File: src/rtl/accum_status.sv
`default_nettype none
// ============================================================================
// Module      : accum_status
// Description : Accumulation-interrupt status controller. Collects per-channel
//               dump pulses and TIC events between consecutive accum_enable
//               pulses, snapshots them on each accum_enable and holds an
//               interrupt request until the processor reads status. Flags
//               overrun when a whole interval passes without a read.
// Optional    : ACCUM_MISS_CNT_EN -- builds the saturating missed-interrupt
//               counter; when undefined o_missed_cnt is tied to 0.
// Ports       :
//   clk              in   1       system clock
//   rstn             in   1       synchronous reset, active-low
//   i_accum_enable   in   1       1-cycle accumulation interrupt pulse
//   i_tic_enable     in   1       1-cycle TIC pulse
//   i_dump           in   NUM_CH  1-cycle per-channel dump pulses
//   i_status_rd      in   1       1-cycle processor status-read strobe
//   o_accum_int      out  1       interrupt request (registered level)
//   o_new_data       out  NUM_CH  channels that dumped in latched interval(s)
//   o_tic_flag       out  1       TIC occurred in latched interval(s)
//   o_overrun        out  1       interval(s) missed while interrupt pending
//   o_missed_cnt     out  MISS_W  saturating count of missed interrupts
// Revision    : 1.0 - initial release
// ============================================================================
module accum_status #(
  parameter int NUM_CH = 12,
  parameter int MISS_W = 8
) (
  input  logic              clk,
  input  logic              rstn,
  input  logic              i_accum_enable,
  input  logic              i_tic_enable,
  input  logic [NUM_CH-1:0] i_dump,
  input  logic              i_status_rd,
  output logic              o_accum_int,
  output logic [NUM_CH-1:0] o_new_data,
  output logic              o_tic_flag,
  output logic              o_overrun,
  output logic [MISS_W-1:0] o_missed_cnt
);

  typedef enum logic [1:0] {
    ST_IDLE    = 2'd0,
    ST_PEND    = 2'd1,
    ST_OVERRUN = 2'd2
  } state_t;

  state_t              r_state;
  state_t              w_state_nxt;
  logic [NUM_CH-1:0]   r_live_dump;
  logic [NUM_CH-1:0]   w_live_dump_nxt;
  logic                r_live_tic;
  logic                w_live_tic_nxt;
  logic [NUM_CH-1:0]   r_snap_dump;
  logic [NUM_CH-1:0]   w_snap_dump_nxt;
  logic                r_snap_tic;
  logic                w_snap_tic_nxt;
  logic                r_accum_int;
  logic                r_overrun;
  logic                w_miss;

  // An interval is missed when a new accum_enable arrives while the previous
  // interrupt is still pending and is not being read in this same cycle.
  assign w_miss = i_accum_enable && (r_state != ST_IDLE) && !i_status_rd;

  always_comb begin
    w_state_nxt     = r_state;
    w_snap_dump_nxt = r_snap_dump;
    w_snap_tic_nxt  = r_snap_tic;
    w_live_dump_nxt = r_live_dump | i_dump;
    w_live_tic_nxt  = r_live_tic | i_tic_enable;

    if (i_accum_enable) begin
      // Coincident dump/tic go into the snapshot, not the next interval.
      w_live_dump_nxt = '0;
      w_live_tic_nxt  = 1'b0;
      if (w_miss) begin
        w_snap_dump_nxt = r_snap_dump | r_live_dump | i_dump;
        w_snap_tic_nxt  = r_snap_tic | r_live_tic | i_tic_enable;
        w_state_nxt     = ST_OVERRUN;
      end else begin
        // Idle (snapshot already empty) or read in this cycle: the read
        // consumes the old snapshot, so the new one loads without merge.
        w_snap_dump_nxt = r_live_dump | i_dump;
        w_snap_tic_nxt  = r_live_tic | i_tic_enable;
        w_state_nxt     = ST_PEND;
      end
    end else if (i_status_rd) begin
      w_snap_dump_nxt = '0;
      w_snap_tic_nxt  = 1'b0;
      w_state_nxt     = ST_IDLE;
    end
  end

  always_ff @(posedge clk) begin
    if (!rstn) begin
      r_state     <= ST_IDLE;
      r_live_dump <= '0;
      r_live_tic  <= 1'b0;
      r_snap_dump <= '0;
      r_snap_tic  <= 1'b0;
      r_accum_int <= 1'b0;
      r_overrun   <= 1'b0;
    end else begin
      r_state     <= w_state_nxt;
      r_live_dump <= w_live_dump_nxt;
      r_live_tic  <= w_live_tic_nxt;
      r_snap_dump <= w_snap_dump_nxt;
      r_snap_tic  <= w_snap_tic_nxt;
      r_accum_int <= (w_state_nxt != ST_IDLE);
      r_overrun   <= (w_state_nxt == ST_OVERRUN);
    end
  end

  assign o_accum_int = r_accum_int;
  assign o_overrun   = r_overrun;
  assign o_new_data  = r_snap_dump;
  assign o_tic_flag  = r_snap_tic;

`ifdef ACCUM_MISS_CNT_EN
  logic [MISS_W-1:0] r_missed_cnt;

  always_ff @(posedge clk) begin
    if (!rstn) begin
      r_missed_cnt <= '0;
    end else if (i_status_rd) begin
      r_missed_cnt <= '0;
    end else if (w_miss && (r_missed_cnt != {MISS_W{1'b1}})) begin
      r_missed_cnt <= r_missed_cnt + {{(MISS_W-1){1'b0}}, 1'b1};
    end
  end

  assign o_missed_cnt = r_missed_cnt;
`else
  assign o_missed_cnt = '0;
`endif

endmodule
`default_nettype wire
File: config.mk
export PLATFORM = sky130hd
export DESIGN_NAME = accum_status
export DESIGN_NICKNAME = d
export VERILOG_FILES = /design/src/rtl/accum_status.sv
export SDC_FILE = /design/constraint.sdc
export NUM_CORES = 1
export LEC_CHECK = 0
export CORE_MARGIN = 2
export CORE_UTILIZATION = 38
export CTS_BUF_LIST = sky130_fd_sc_hd__clkbuf_16
export DETAILED_ROUTE_END_ITERATION = 10
export PLACE_DENSITY = 0.84
export RECOVER_POWER = 100
export REMOVE_ABC_BUFFERS = 1
export SYNTH_ARGS = -nofsm -noshare
export SYNTH_HDL_FRONTEND = slang
export SYNTH_SLANG_ARGS = --single-unit
File: constraint.sdc
create_clock -name clk -period 1.1 [get_ports clk]
set_clock_uncertainty 0.05 [all_clocks]
set_input_delay 0.33 -clock clk [delete_from_list [all_inputs] [get_ports clk]]
set_output_delay 0.33 -clock clk [all_outputs]
set_load 0.03 [all_outputs]
Word level (Yosys, flattened, before mapping):

Index checks and enable logic that the tools add are counted.

* equality and inequality tests: 1
* multiplexer cells: 9
* bitwise operators: 7
* reductions and logical operators: 7

Operators with widths (count)
* 12-bit two-way mux: 3
* 12-bit OR: 3
* 2-bit two-way mux: 3
* 2-bit nonzero test: 3
* 1-bit two-way mux: 3
* 1-bit OR: 3
* 2-bit equality test (second input constant): 1
* 1-bit logical AND: 2
* 2-bit OR reduction: 1
* 1-bit zero test: 1
* 1-bit inverter: 1

* flip-flop bits (word level): 30
* bits of input ports: 17

Logic depth before layout (Yosys ltp):

Gate-level depths: netlist of the first run.

* depth in word-level cells: 6
* gate-level depth with buffers: 4

Worst setup path before layout of the first run:

OpenSTA, ideal clock, no wires.

* path kind: input-to-reg
* start: in i_status_rd
* end: reg r_snap_dump[0] (netlist: o_new_data[0])
* data arrival time: 923 ps
* data required time: 958 ps
* path slack: 35 ps
* stages: 4
* cell sequence: nand2b_1 -> clkbuf_2 -> clkbuf_8 -> o32ai_1

* word-level cells in the longest chain between the ends: 4
* elaborated cells between the ends (all ways): 5

RTL lines
* start, declared: line 34 `input logic i_status_rd,`
* 1-bit zero test: line 64 `assign w_miss = i_accum_enable && (r_state != ST_IDLE) && !i_status_rd;`
* 1-bit logical AND: line 64
* 12-bit two-way mux: line 77 `if (w_miss) begin`
* 12-bit two-way mux: line 73 `if (i_accum_enable) begin`
* end signal, assigned: line 108 `r_snap_dump <= w_snap_dump_nxt;`
* end, declared: line 54 `logic [NUM_CH-1:0] r_snap_dump;`

Parallel ways exist; a longest one is shown, timed or not.
A chain may end at the register's enable or synchronous reset.

Worst setup path in the final report of the first run:

* start: reg r_snap_dump[5] (netlist: o_new_data[5])
* end: out o_new_data[5]

RTL lines
* end, declared: line 36 `output logic [NUM_CH-1:0] o_new_data,`

No word-level cell between the ends.

==> results of run 1 <==
[layout make-up]
| type | instances | area, µm² | share of cell area, % |
|---|---|---|---|
| clock inverter | 3 | 12.5 | 0.749 |
| timing repair buffer | 46 | 447 | 26.7 |
| tap | 31 | 38.8 | 2.32 |
| sequential | 30 | 619 | 37.1 |
| inverter | 14 | 52.6 | 3.14 |
| multi-input combinational | 58 | 377 | 22.5 |
| clock buffer | 5 | 125 | 7.49 |
[registers in the layout (all words and copies together), names as in the netlist]
name	count
r_live_tic	1
r_state	2
o_new_data	12
o_tic_flag	1
o_overrun	1
o_accum_int	1
r_live_dump	12
[cell families (layout without fill, tap and decap cells)]
logic type / Yosys count / count (layout) / synth area share [%]
AO/OA/AOI/OAI: 17 / 17 / 13.8
buffers and inverters: 27 / 68 / 14.5
flip-flops: 30 / 30 / 57.0
multiplexers: 1 / 1 / 0.950
other: 1 / 8 / 0.356
AND/OR/NAND/NOR: 32 / 32 / 13.4
[layer usage]
metal,global-route usage (%),vias to the layer above,wire (µm)
met5,0,-,0
met4,6.12,0,0
met3,7.14,0,165
met2,25.9,31,1160
met1,15.5,398,930
li1,-,438,-
[worst paths after layout]
check	start	to	slack, ps	cells after the start
worst max-delay path	o_new_data[5]	o_new_data[5]	-10	1
worst min-delay path	r_live_dump[11]	r_live_dump[11]	400	2
worst max register to register	r_state[0]	r_state[0]	30	3
worst min register to register	r_live_dump[11]	r_live_dump[11]	400	2
[cells in the final DEF (no fill, tap or decap)]
| cell type | count |
|---|---|
| dfxtp_2 | 15 |
| buf_6 | 16 |
| clkdlybuf4s50_1 | 13 |
| clkinv_1 | 1 |
| o32ai_1 | 9 |
| clkdlybuf4s15_1 | 1 |
| dlygate4sd2_1 | 2 |
| inv_1 | 15 |
| clkinv_2 | 1 |
| conb_1 | 8 |
| nand2b_4 | 1 |
| or2b_1 | 1 |
| buf_4 | 12 |
| nor2_2 | 2 |
| clkbuf_1 | 1 |
| clkbuf_16 | 5 |
| mux2i_1 | 1 |
| dfxtp_1 | 15 |
| o32ai_2 | 5 |
| nand2_1 | 1 |
| o21a_1 | 1 |
| o21ba_2 | 1 |
| a21oi_1 | 1 |
| buf_8 | 1 |
| nor2_1 | 26 |
| nor3b_4 | 1 |
[metrics by stage]
| step | worst slack (ps) | hold slack, ps |
|---|---|---|
| after floorplan | 35.5 | 372 |
| after global placement | -436 | 382 |
| after detailed placement | -502 | 390 |
| after CTS | -19.9 | 403 |
| after global routing | -40.2 | 425 |
| final | -12.4 | 401 |
[timing repair]
action | 4_1_cts | 5_1_grt
gates resized for setup | 42 | 5
endpoints found under the hold margin | 0 | 0
pin swaps | 1 | 1
setup endpoints to repair | 42 | 24
buffers inserted | 3 | 2
[power groups by stage]
stage	Combinational (µW)	Clock (µW)	Sequential (µW)
after floorplan	135	0	1260
after global placement	365	0	1200
after detailed placement	374	0	1200
after CTS	419	1280	1190
after global routing	462	1310	1200
final	434	1240	1190
==> impl_metrics.json, run 1 <==
{
  "hold_path.class": "flop to flop",
  "maxSlewViolCount": 0,
  "viasPerCell": 4.64,
  "start_util_pct": 39.2,
  "vdd_drop_max_v": 0.00147,
  "yosys_warnings": 0,
  "die_h_um": 56.7,
  "fin_crit_sh_pct": 101,
  "max_stage_delay_ps": 330,
  "drc_errors": 0,
  "clock_latency_ps": 270,
  "async_flop_share_pct": 0,
  "antenna_found_initial": 0,
  "finalSetupViolCount": 10,
  "dr.pass1.iters": 4,
  "portBuffers": 31,
  "p_seq_share_pct": 41.5,
  "cts_tree": "yes",
  "cp-start-kind": "flop",
  "switching_share_pct": 24.2,
  "nets": 172,
  "drt-total-wl_um": 2250,
  "layoutNonFillerInstCount": 187,
  "hold_buffers": 0,
  "synth_edf_count": 0,
  "die_w_um": 56.7,
  "p_leak_uw": 0.000712,
  "violations": "negative setup slack",
  "yosysUniqueCellTypes": 18,
  "syn2layout_area_growth_pct": 58.7,
  "grt_usage_pct": 15.0,
  "gp_congestion": 0.672,
  "drive_gt1_share_pct": 38.5,
  "place_area_mm2": 0.00137,
  "netlist_top_cells_area": "dfxtp_1 57%, o32ai_1 12%, nor2_1 10%",
  "routedWlPerCell_um": 12.1,
  "synthCells": 108,
  "drt-initial-drc-count": 21,
  "cts_max_level": 2,
  "p_int_uw": 2170,
  "coreArea_mm2": 0.00269,
  "synth_commonest_cells": "30 x dfxtp_1, 28 x nor2_1, 14 x inv_1, 14 x o32ai_1, 8 x buf_4",
  "grt_pass1_vias": 803,
  "cp_top_family": "flip-flops",
  "clkTransAtPathRegs_ps": 50,
  "synth_top_area_share_pct": 57.0,
  "core.rowCount": 19,
  "grt_pass1_wl_um": 3550,
  "crit_arrival_ps": 730,
  "synth_top_cell_by_area": "dfxtp_1",
  "yosysSeqAreaShare_pct": 57.0,
  "stdcell_area_mm2": 0.00167,
  "combinationalPowerShare_pct": 15.1,
  "power_density_mw_per_mm2": 1720,
  "path_buf_inv": 1,
  "clockBufferDepth": 2,
  "worstPathRequired_ps": 720,
  "grt-ovfl-total": 0,
  "cts-buffers-inserted": 5,
  "p_total_uw": 2870,
  "ys_seq_elements": 30,
  "fin_crit_ps": 1110,
  "ios": 40,
  "grt_max_degree": 10,
  "yosys.cell_count.top_type": "dfxtp_1",
  "ys.flop_type": "dfxtp_1",
  "max_clock_freq_mhz": 899,
  "hold_viol_final": 0,
  "end_kind": "primary output",
  "syn_area_mm2": 0.00105,
  "setup-tns-final_ps": -74.8,
  "setup_slack_ps": -12.4,
  "status": "finished with violations",
  "path_cells": "buf_6",
  "dieArea_mm2": 0.00321,
  "n_antenna_cell": 0,
  "place_inst": 174,
  "hpwl_um": 1550,
  "vias": 867,
  "cts_sinks": 30,
  "switchingPower_uw": 694,
  "rsz0062_at_grt": "yes",
  "crit_fanout": 2,
  "fin_util_pct": 62.2,
  "drv_cap": 0,
  "clockPowerShare_pct": 43.3,
  "fill_cells": 215,
  "ant_nets": 0,
  "root_buffer": "clkbuf_16",
  "critPathSlowestCell": "dfxtp_2",
  "avgSynthCellArea_um2": 9.75,
  "crit_type": "flop to primary output"
}
(Power assumes the default switching activity.)
==> run 2, diff against run 1 <==
- CORE_MARGIN: 2 -> 1
- CORE_UTILIZATION: 38 -> 42
- HOLD_SLACK_MARGIN: not set -> 0.08
- PLACE_DENSITY: 0.84 -> 0.88
- clock period: 1.1 -> 1.2 ns (I/O delays scaled with it)
==> run 2 against run 1 <==
Against the previous run:
- the run still ends with negative setup slack left
- flip-flop and latch count did not move
- sequential share of layout area rose by 0.51 points
- die area fell by 15%
- final cell count fell by 4.3%
- via count fell by 1.0%
- global-route usage rose by 3.7 points
- register-to-register slack got worse by 30 ps
- clock power fell by 8%
- combinational power fell by 8.8%
- sequential power fell by 8%
- power fell by 8.6%
- hold slack improved by 1.0 ps
- critical endpoint is now o_new_data[11]
- largest cell class unchanged
==> impl_metrics.json, run 2 (same netlist as run 1, synthesis figures left out) <==
{
  "cts_sinks": 30,
  "clock_latency_ps": 270,
  "root_buffer": "clkbuf_16",
  "layoutNonFillerInstCount": 179,
  "hold_buffers": 0,
  "multi_input_area_um2": 387,
  "fin_crit_ps": 1220,
  "gp_congestion": 0.604,
  "max_clock_freq_mhz": 819,
  "routedWlPerCell_um": 12.9,
  "drt-total-wl_um": 2310,
  "n_antenna_cell": 0,
  "hpwl_um": 1460,
  "place_inst": 167,
  "antenna_found_initial": 0,
  "die_h_um": 52.1,
  "met2_length_um": 1290,
  "clockBufferDepth": 2,
  "vias": 858,
  "routed.top_layer": "met4",
  "setup.reg_to_reg.worst_slack_ps": 0,
  "setup-tns-final_ps": -33.0,
  "status": "finished with violations",
  "fill_cells": 178,
  "cp-start-kind": "primary input",
  "start_util_pct": 45.9,
  "grt-ovfl-total": 0,
  "worstPathRequired_ps": 1320,
  "max_stage_delay_ps": 410,
  "hold_path.class": "flop to flop",
  "drc_errors": 0,
  "ant_nets": 0,
  "crit_fanout": 7,
  "power_density_mw_per_mm2": 1630,
  "fin_crit_sh_pct": 102,
  "maxSlewViolCount": 0,
  "wl_met1_um": 837,
  "drive_gt1_share_pct": 29.1,
  "cp_top_family": "buffers and inverters",
  "path_cells": "clkdlybuf4s50_1 > nand2b_1 > buf_4 > o32ai_1",
  "setup_slack_ps": -20.7,
  "end_kind": "flop",
  "regArea_um2": 604,
  "mostFrequentLayoutCell": "nor2_1",
  "grt_pass1_wl_um": 3480,
  "drt-initial-drc-count": 14,
  "wl_met3_um": 130,
  "hold_viol_final": 0,
  "clkTransAtPathRegs_ps": 50,
  "coreArea_mm2": 0.00230,
  "die_w_um": 52.1,
  "portBuffers": 31,
  "cts_max_level": 2,
  "worstReg2RegStart": "r_state[1]",
  "core.rowCount": 17,
  "dr.pass1.iters": 4,
  "finalSetupViolCount": 2,
  "path_buf_inv": 2,
  "dieArea_mm2": 0.00271,
  "violations": "negative setup slack",
  "hp-start": "r_live_dump[3]",
  "crit_type": "primary input to flop",
  "fin_hold_ws_ps": 402,
  "startpoint": "i_status_rd",
  "nets": 167,
  "syn2layout_area_growth_pct": 52.7,
  "p_leak_uw": 0.000686,
  "ios": 40,
  "drv_cap": 0,
  "cts_tree": "yes",
  "final_cell_mix": "28 x nor2_1, 27 x dfxtp_1, 19 x buf_4, 15 x inv_1, 14 x clkdlybuf4s50_1",
  "crit_arrival_ps": 1340,
  "viasPerCell": 4.79,
  "grt_pass1_vias": 865,
  "rsz0062_at_grt": "yes",
  "grt_usage_pct": 18.7,
  "critPathSlowestCell": "clkdlybuf4s50_1",
  "cts-buffers-inserted": 5,
  "vdd_drop_max_v": 0.00131,
  "place_ws_ps": -557,
  "grt_max_degree": 14
}
run 2: layout make-up:
class                   count  share of cell area, %
multi-input cells          58                   24.0
inverters                  14                   3.27
flip-flops and latches     30                   37.6
clock buffers               5                   7.78
repair buffers             41                   24.4
well taps                  28                   2.18
clock inverters             3                  0.778
run 2: power breakdown:
group	switching (µW)	internal, µW	total [µW]
clock network	394	744	1140
registers	29.8	1060	1090
logic	215	181	396
run 2: worst paths after layout:
kind / endpoint / depth (start not counted)
setup reg to reg: o_new_data[11] / 4
hold reg to reg: r_live_dump[3] / 2
hold / removal: r_live_dump[3] / 2
setup / recovery: o_new_data[11] / 4
run 2: stage by stage:
step / power, µW / utilization [%] / cell area, µm²
final: 2620 / 70.0 / 1610
after global routing: 2720 / 70.0 / 1610
after CTS: 2630 / 67.8 / 1560
after detailed placement: 1430 / 58.0 / 1330
after global placement: 1420 / 58.0 / 1330
after floorplan: 1280 / - / 980
run 2: worst min-delay path: stages, from the launching register on:
cell	delay, ps
dfxtp_1	300
nor2_1	40
nor2_1	70
run 2: layer usage:
layer,up-vias,GRT usage (%)
met5,-,0
met4,0,9.91
met3,5,7.02
met2,29,33.8
met1,400,18.2
li1,424,-
run 2: timing repair:
item                                    in CTS  in global routing
gates cloned                                 1                  0
resized for setup                            9                 11
pin swaps                                    0                  0
endpoints found under the setup margin      26                 17
buffers inserted                             3                  0
